### src/rtl/alu_share_arb.sv
// Round-robin arbiter that time-shares one RV32I ALU between two requesters.
// Optional perf counters are enabled by defining ALU_SHARE_ARB_PERF_EN.
module alu_share_arb #(
  parameter int XLEN      = 32,
  parameter bit PRIO_INIT = 1'b0
) (
  input  logic            i_clk,
  input  logic            i_rst_n,
  input  logic [1:0]      i_req_valid,
  output logic [1:0]      o_req_ready,
  input  logic [XLEN-1:0] i_req_op1_0,
  input  logic [XLEN-1:0] i_req_op1_1,
  input  logic [XLEN-1:0] i_req_op2_0,
  input  logic [XLEN-1:0] i_req_op2_1,
  input  logic [1:0]      i_req_aluop_0,
  input  logic [1:0]      i_req_aluop_1,
  input  logic [3:0]      i_req_func_0,
  input  logic [3:0]      i_req_func_1,
  output logic [XLEN-1:0] o_alu_op1,
  output logic [XLEN-1:0] o_alu_op2,
  output logic [1:0]      o_alu_aluop,
  output logic [3:0]      o_alu_func,
  input  logic [XLEN-1:0] i_alu_result,
  output logic [1:0]      o_rsp_valid,
  input  logic [1:0]      i_rsp_ready,
  output logic [XLEN-1:0] o_rsp_result,
`ifdef ALU_SHARE_ARB_PERF_EN
  output logic [31:0]     o_grant_cnt0,
  output logic [31:0]     o_grant_cnt1,
  output logic [31:0]     o_conflict_cnt,
`endif
  output logic            o_busy
);

  typedef enum logic [1:0] {S_IDLE, S_EXEC, S_RESP} state_t;

  state_t          r_state, w_next;
  logic            r_grant, r_prio;
  logic [XLEN-1:0] r_op1, r_op2, r_result;
  logic [1:0]      r_aluop;
  logic [3:0]      r_func;
  logic [1:0]      w_ready;
  logic            w_xfer, w_win, w_done;

  // Tie goes to r_prio; a lone requester is served regardless of priority.
  always_comb begin
    w_ready = 2'b00;
    if (r_state == S_IDLE) begin
      if (&i_req_valid) w_ready[r_prio] = 1'b1;
      else              w_ready = i_req_valid;
    end
  end

  assign w_xfer = |(i_req_valid & w_ready);
  assign w_win  = w_ready[1];
  assign w_done = (r_state == S_RESP) && i_rsp_ready[r_grant];

  always_ff @(posedge i_clk) begin
    if (!i_rst_n) r_state <= S_IDLE;
    else          r_state <= w_next;
  end

  always_comb begin
    w_next = r_state;
    case (r_state)
      S_IDLE:  if (w_xfer) w_next = S_EXEC;
      S_EXEC:  w_next = S_RESP;
      S_RESP:  if (w_done) w_next = S_IDLE;
      default: w_next = S_IDLE;
    endcase
  end

  always_comb begin
    o_req_ready = w_ready;
    o_rsp_valid = 2'b00;
    o_busy      = 1'b0;
    case (r_state)
      S_EXEC:  o_busy = 1'b1;
      S_RESP: begin
        o_busy               = 1'b1;
        o_rsp_valid[r_grant] = 1'b1;
      end
      default: ;
    endcase
  end

  always_ff @(posedge i_clk) begin
    if (!i_rst_n) begin
      r_grant  <= PRIO_INIT;
      r_prio   <= PRIO_INIT;
      r_op1    <= '0;
      r_op2    <= '0;
      r_aluop  <= 2'b00;
      r_func   <= 4'b0000;
      r_result <= '0;
    end else begin
      if (w_xfer) begin
        r_grant <= w_win;
        r_op1   <= w_win ? i_req_op1_1   : i_req_op1_0;
        r_op2   <= w_win ? i_req_op2_1   : i_req_op2_0;
        r_aluop <= w_win ? i_req_aluop_1 : i_req_aluop_0;
        r_func  <= w_win ? i_req_func_1  : i_req_func_0;
      end
      if (r_state == S_EXEC) r_result <= i_alu_result;
      // The requester just served loses the next tie.
      if (w_done) r_prio <= ~r_grant;
    end
  end

  assign o_alu_op1    = r_op1;
  assign o_alu_op2    = r_op2;
  assign o_alu_aluop  = r_aluop;
  assign o_alu_func   = r_func;
  assign o_rsp_result = r_result;

`ifdef ALU_SHARE_ARB_PERF_EN
  logic [31:0] r_cnt0, r_cnt1, r_conf;

  always_ff @(posedge i_clk) begin
    if (!i_rst_n) begin
      r_cnt0 <= '0;
      r_cnt1 <= '0;
      r_conf <= '0;
    end else begin
      if (w_xfer && !w_win && !(&r_cnt0)) r_cnt0 <= r_cnt0 + 32'd1;
      if (w_xfer &&  w_win && !(&r_cnt1)) r_cnt1 <= r_cnt1 + 32'd1;
      if ((r_state == S_IDLE) && (&i_req_valid) && !(&r_conf)) r_conf <= r_conf + 32'd1;
    end
  end

  assign o_grant_cnt0   = r_cnt0;
  assign o_grant_cnt1   = r_cnt1;
  assign o_conflict_cnt = r_conf;
`endif

endmodule

### config.mk
export PLATFORM = sky130hd
export DESIGN_NAME = alu_share_arb
export DESIGN_NICKNAME = d
export VERILOG_FILES = /design/src/rtl/alu_share_arb.sv
export SDC_FILE = /design/constraint.sdc
export NUM_CORES = 1
export LEC_CHECK = 0
export BUFFER_PORTS_ARGS = -buffer_cell sky130_fd_sc_hd__buf_2
export CAP_MARGIN = 20
export CORE_MARGIN = 8
export CORE_UTILIZATION = 30
export DETAILED_ROUTE_END_ITERATION = 16
export PLACE_DENSITY = 0.66
export SETUP_SLACK_MARGIN = 0.05
export SLEW_MARGIN = 10
export SYNTH_ARGS = -nofsm -noshare
export SYNTH_HDL_FRONTEND = slang
export SYNTH_SLANG_ARGS = --single-unit
### constraint.sdc
create_clock -name i_clk -period 1.4 [get_ports i_clk]
set_input_delay 0.28 -clock i_clk [delete_from_list [all_inputs] [get_ports i_clk]]
set_output_delay 0.28 -clock i_clk [all_outputs]
set_load 0.005 [all_outputs]
== Word-level counts from Yosys, hierarchy flattened ==
Cells that the tools add are included.
Widths: inputs -> output; s select.

* Flip-flop bits (word level): 106
* Input port bits: 178
* Output and inout bits: 107
* Logic and storage cells: 43

* $lt $le $gt $ge: 4
* Equal/unequal tests: 4
* Muxes and demuxes: 17
* Bitwise operators: 2
* Reductions and logical operators: 8

{| class="wikitable"
|+ Operators with widths
! operator !! count
|-
| $mux 32 || 2
|-
| $mux 2 || 6
|-
| $pmux 2 s3 || 1
|-
| $mux 1 || 5
|-
| $lt 1x2->1 const B || 2
|-
| $mux 4 || 1
|-
| $ne 2x2->1 const B || 2
|-
| $reduce_and 2->1 || 2
|-
| $reduce_or 2->1 || 2
|-
| $logic_and 1x1->1 || 3
|-
| $and 2x2->2 || 1
|-
| $demux 1 s1 || 2
|-
| $eq 2x1->1 const B || 1
|-
| $eq 2x2->1 const B || 1
|-
| $ge 1x1->1 const B || 2
|-
| $logic_not 2->1 || 1
|-
| $not 1->1 || 1
|}

== Logic depth before layout (Yosys ltp) ==
* Word-level depth: 10
* Gate-level depth with buffers: 7
* Mapped depth without buffers: 5

== Least setup slack after synthesis ==
No wires, ideal clock.

* Path type: reg2reg
* Start point: reg r_state[0]
* End point: reg r_op1[0] (netlist: o_alu_op1[0])
* Library setup time: 0.074 ns
* Arrival: 1.475 ns
* Required time: 1.326 ns
* Path slack: -0.149 ns
* Cell stages (with the launch flop): 8
* Path buffers: 2
* Clock period less this slack: 1.549 ns
* Cells stage by stage: dfxtp_1 > inv_1 > ha_1 > nand2_2 > buf_6 > buf_6 > or3b_1 > a31oi_1

* Longest elaborated chain between the ends: 4
* Elaborated cells on any way between the ends: 5
* Those cells by class: 2 x mux; 1 x bitwise; 2 x reduce/logical

{| class="wikitable"
|+ Ends and longest elaborated chain
! element !! RTL line !! source
|-
| start, declared || 37 || <nowiki>state_t r_state, w_next;</nowiki>
|-
| start signal, assigned || 60 || <nowiki>else r_state <= w_next;</nowiki>
|-
| $logic_not 2->1 (*) || 48 || <nowiki>if (r_state == S_IDLE) begin</nowiki>
|-
| $mux 2 (*) || 48 ||
|-
| $and 2x2->2 || 54 || <nowiki>assign w_xfer = |(i_req_valid & w_ready);</nowiki>
|-
| $reduce_or 2->1 || 54 ||
|-
| end signal, assigned || 99 || <nowiki>r_op1 <= w_win ? i_req_op1_1 : i_req_op1_0;</nowiki>
|-
| end, declared || 39 || <nowiki>logic [XLEN-1:0] r_op1, r_op2, r_result;</nowiki>
|}

Every way passes the cells marked *; elsewhere a longest branch is shown, timed or not.
A chain may end at the register's enable or synchronous reset.

== Worst setup path in the final report ==
* Start point: reg r_state[1]
* End point: out o_req_ready[0]

* Longest elaborated chain between the ends: 2

{| class="wikitable"
|+ Ends and longest elaborated chain
! element !! RTL line !! source
|-
| $logic_not 2->1 || 48 ||
|-
| $mux 2 || 48 ||
|-
| end, declared || 10 || <nowiki>output logic [1:0] o_req_ready,</nowiki>
|}

Every way passes these cells.

==> flow_summary.yaml <==
status:
  status: "finished, violations left"
  violations: "setup timing"
setup_path:
  worst-setup-path-type: "flop to output port"
  worstPathRequired_ps: 1120
  reg2reg_slack_ps: -170
  path_max_fanout: 3
  worst_setup_path_start_kind: "flop"
  cp_cell_sequence: "inv_2 -> ha_4 -> buf_6 -> nand2_2 -> a21oi_2 -> buf_2"
  reg2reg_depth: 7
  critical-path-slowest-cell: "dfxtp_2"
  crit_path_max_incr_delay_ps: 320
  crit_arrival_ps: 1300
  end_kind: "output port"
power:
  switching_share: 0.3587
  p_seq_frac: 0.336
  p_int_w: 0.008497
  p_switching_w: 0.004753
  ir_worst_vdd_v: 0.0007949
  powerDensity_nw_per_um2: 1792
  comb_power_share: 0.478
  p_leak_nw: 3.296
  clock_power_share: 0.185
grt:
  antenna_found_initial: 1
  first_global_vias: 4779
  grt_pass1_wl_um: 24760
  grt.total_usage: 0.1508
  grt_overflow: 0
  grt_max_degree: 76
yosys:
  synth_seq_area_share: 0.4316
  synth_area_um2: 4917
  ys_seq_elements: 106
  synth_nets: 724
  synth_warnings: 0
  yosysUniqueCellTypes: 23
  syn_inst: 541
  syn_area_per_cell_um2: 9.089
floorplanning:
  start_util: 0.3019
  chipHeight_um: 144.0
  rows: 47
  ios: 285
  die_area_um2: 20740
  die_w_um: 144.0
  core_region_area_um2: 16290
cts:
  cts_root_buf: "clkbuf_16"
  clockBufferDepth: 2
  ctsHoldBuffers: 0
  numCtsBuffers: 9
  clk_pin_slew_ps: 80
  clkSinkCount: 106
  tritoncts: "built"
  clkLatencyLatePin_ps: 350
  htree_num_levels: 3
placement:
  place_hpwl_um: 11830
  globalplace.congestion: 0.7618
  io_buffers: 284
  dp.cells: 1012
  dpl_worst_slack_ps: -96.84
detailed_routing:
  firstDrtPassIters: 4
  drt_iter0_markers: 214
  wl_um: 16870
  ant_nets: 0
  vias: 4998
  wl_met1_um: 6971
  met2WireLength_um: 8063
  top_layer_used: "met4"
  drc: 0
  viasPerCell: 4.778
  wl_per_cell_um: 16.13
  wl_met3_um: 1527
min_path:
  hold_class: "primary input to flop"
  whs_path_depth: 3
timing:
  fin_ws_ps: -180.8
  final_max_slew_viol_count: 0
  rsz0062_at_grt: "true"
  worstMarginPinSlew_ps: 319.6
  min_period_ps: 1581
  skew_ps: 10.60
  final_min_period_over_clock_period: 1.129
  finalSetupViolations: 76
  finalHoldViolCount: 0
  clock.fmax_mhz: 632.6
  slew_headroom: 0.7847
finish:
  layout-drive-gt1-share: 0.4412
  final-seq-area_um2: 2125
  layout.cells.non_filler: 1046
  fillers: 1614
  final_util: 0.4539
  nNetsFinal: 1003
  multi_input_area_um2: 2606
  syn_to_final_growth_pct: 50.36
flow_run:
  maxCapViolCount: 0
==> kinds of logic (layout without fill, tap and decap cells) <==
kind of cell / count (synthesis) / after routing / synth area share
buffers and inverters: 63 / 347 / 0.06361
adders and majority gates: 5 / 5 / 0.01272
DFF: 106 / 106 / 0.4316
muxes: 35 / 35 / 0.07125
and+or+nand+nor: 115 / 115 / 0.1799
AOI/OAI and AO/OA: 217 / 217 / 0.2410
other: 0 / 1 / 0
==> final timing paths <==
kind	start	endpoint
max	r_state[1]	o_req_ready[0]
min	i_alu_result[14]	o_rsp_result[14]
max reg2reg	r_state[1]	o_alu_op1[31]
min reg2reg	o_rsp_result[0]	o_rsp_result[0]
==> repair_timing <==
action | 4_1_cts | 5_1_grt
buffers inserted | 10 | 0
cloned | 5 | 2
endpoints found under the setup margin | 78 | 89
pin swaps | 30 | 19
gates resized for setup | 30 | 9
==> metal layers <==
metal  vias up  track usage
met5         -            0
met2       194       0.2484
li1       2552            -
met1      2234       0.1798
met3        18      0.04523
met4         0      0.06143
==> worst max-delay path, delay by kind of cell, from the launching register on <==
| family | cells | cell delay [ps] |
|---|---|---|
| fa+ha+maj | 1 | 180 |
| simple gates | 1 | 40 |
| compound gates | 1 | 100 |
| flops | 1 | 320 |
| buf+inv | 3 | 320 |
==> layout by cell type, fill, tap and decap left out, types with 2 or more instances in the layout <==
| cell type | n |
|---|---|
| buf_2 | 283 |
| ha_1 | 2 |
| o21ai_2 | 2 |
| a31oi_1 | 69 |
| buf_4 | 21 |
| buf_12 | 9 |
| ha_4 | 3 |
| and2_1 | 3 |
| inv_2 | 2 |
| buf_16 | 5 |
| nor2b_1 | 33 |
| o21ai_0 | 92 |
| mux2i_1 | 32 |
| dfxtp_2 | 2 |
| mux2i_4 | 2 |
| buf_6 | 4 |
| a21oi_2 | 2 |
| o21ai_1 | 47 |
| clkbuf_1 | 2 |
| or3b_1 | 70 |
| clkbuf_16 | 11 |
| inv_6 | 2 |
| buf_8 | 3 |
| nand2_1 | 5 |
| dfxtp_1 | 104 |
| bufbuf_16 | 2 |
==> metrics by stage <==
step / instance area [um2] / total power [W] / setup TNS (ps) / hold slack (ps)
3_3_place_gp: 6673 / 0.009745 / -352.5 / 489.9
5_1_grt: 7393 / 0.01420 / -14960 / 178.5
6_report: 7393 / 0.01325 / -8968 / 181.9
3_5_place_dp: 6673 / 0.009816 / -2398 / 495.7
4_1_cts: 7300 / 0.01319 / -9618 / 165.7
2_1_floorplan: 4945 / 0.007591 / -1733 / 449.5
==> registers in the layout (all words and copies together) (netlist names) <==
register	count
r_grant	1
o_alu_op2	32
o_alu_func	4
r_prio	1
o_alu_aluop	2
r_state	2
o_alu_op1	32
o_rsp_result	32
==> final cells by class <==
type,count,share of cell area
multi-input cells,372,0.3525
clock inverters,4,0.004569
diodes,1,0.0003385
flip-flops and latches,106,0.2874
inverters,2,0.001015
well taps,220,0.03723
clock buffers,12,0.03334
repair buffers,329,0.2836
==> power by group through the flow <==
stage	clock (W)	combinational, W	sequential, W
2_1_floorplan	0	0.00302	0.00457
3_3_place_gp	0	0.00526	0.00448
3_5_place_dp	0	0.00533	0.00449
4_1_cts	0.00255	0.00620	0.00445
5_1_grt	0.00267	0.00695	0.00458
6_report	0.00246	0.00634	0.00446
==> cells in the mapped netlist <==
library cell  number  area [um2]
a21oi_1            2       10.01
nor2b_1           33       206.5
a22oi_1            1       7.510
nor2_1             1       3.750
or3b_1            70       613.1
inv_1              2       7.510
mux2i_1           35       350.3
buf_6              9       101.4
clkbuf_2           1       5.000
clkbuf_1          42       157.7
nand2_2            1       6.260
buf_2              6       30.03
a31oi_1           70       437.9
nor2b_4            1       13.76
nand2_1            6       22.52
o21ai_1           44       220.2
o21ai_0           97       485.5
dfxtp_1          106        2122
and2_1             3       18.77
o2bb2ai_1          1       8.760
ha_1               5       62.56
o21a_1             2       15.01
buf_1              3       11.26
Note: power is estimated with default switching activity, not from simulation.
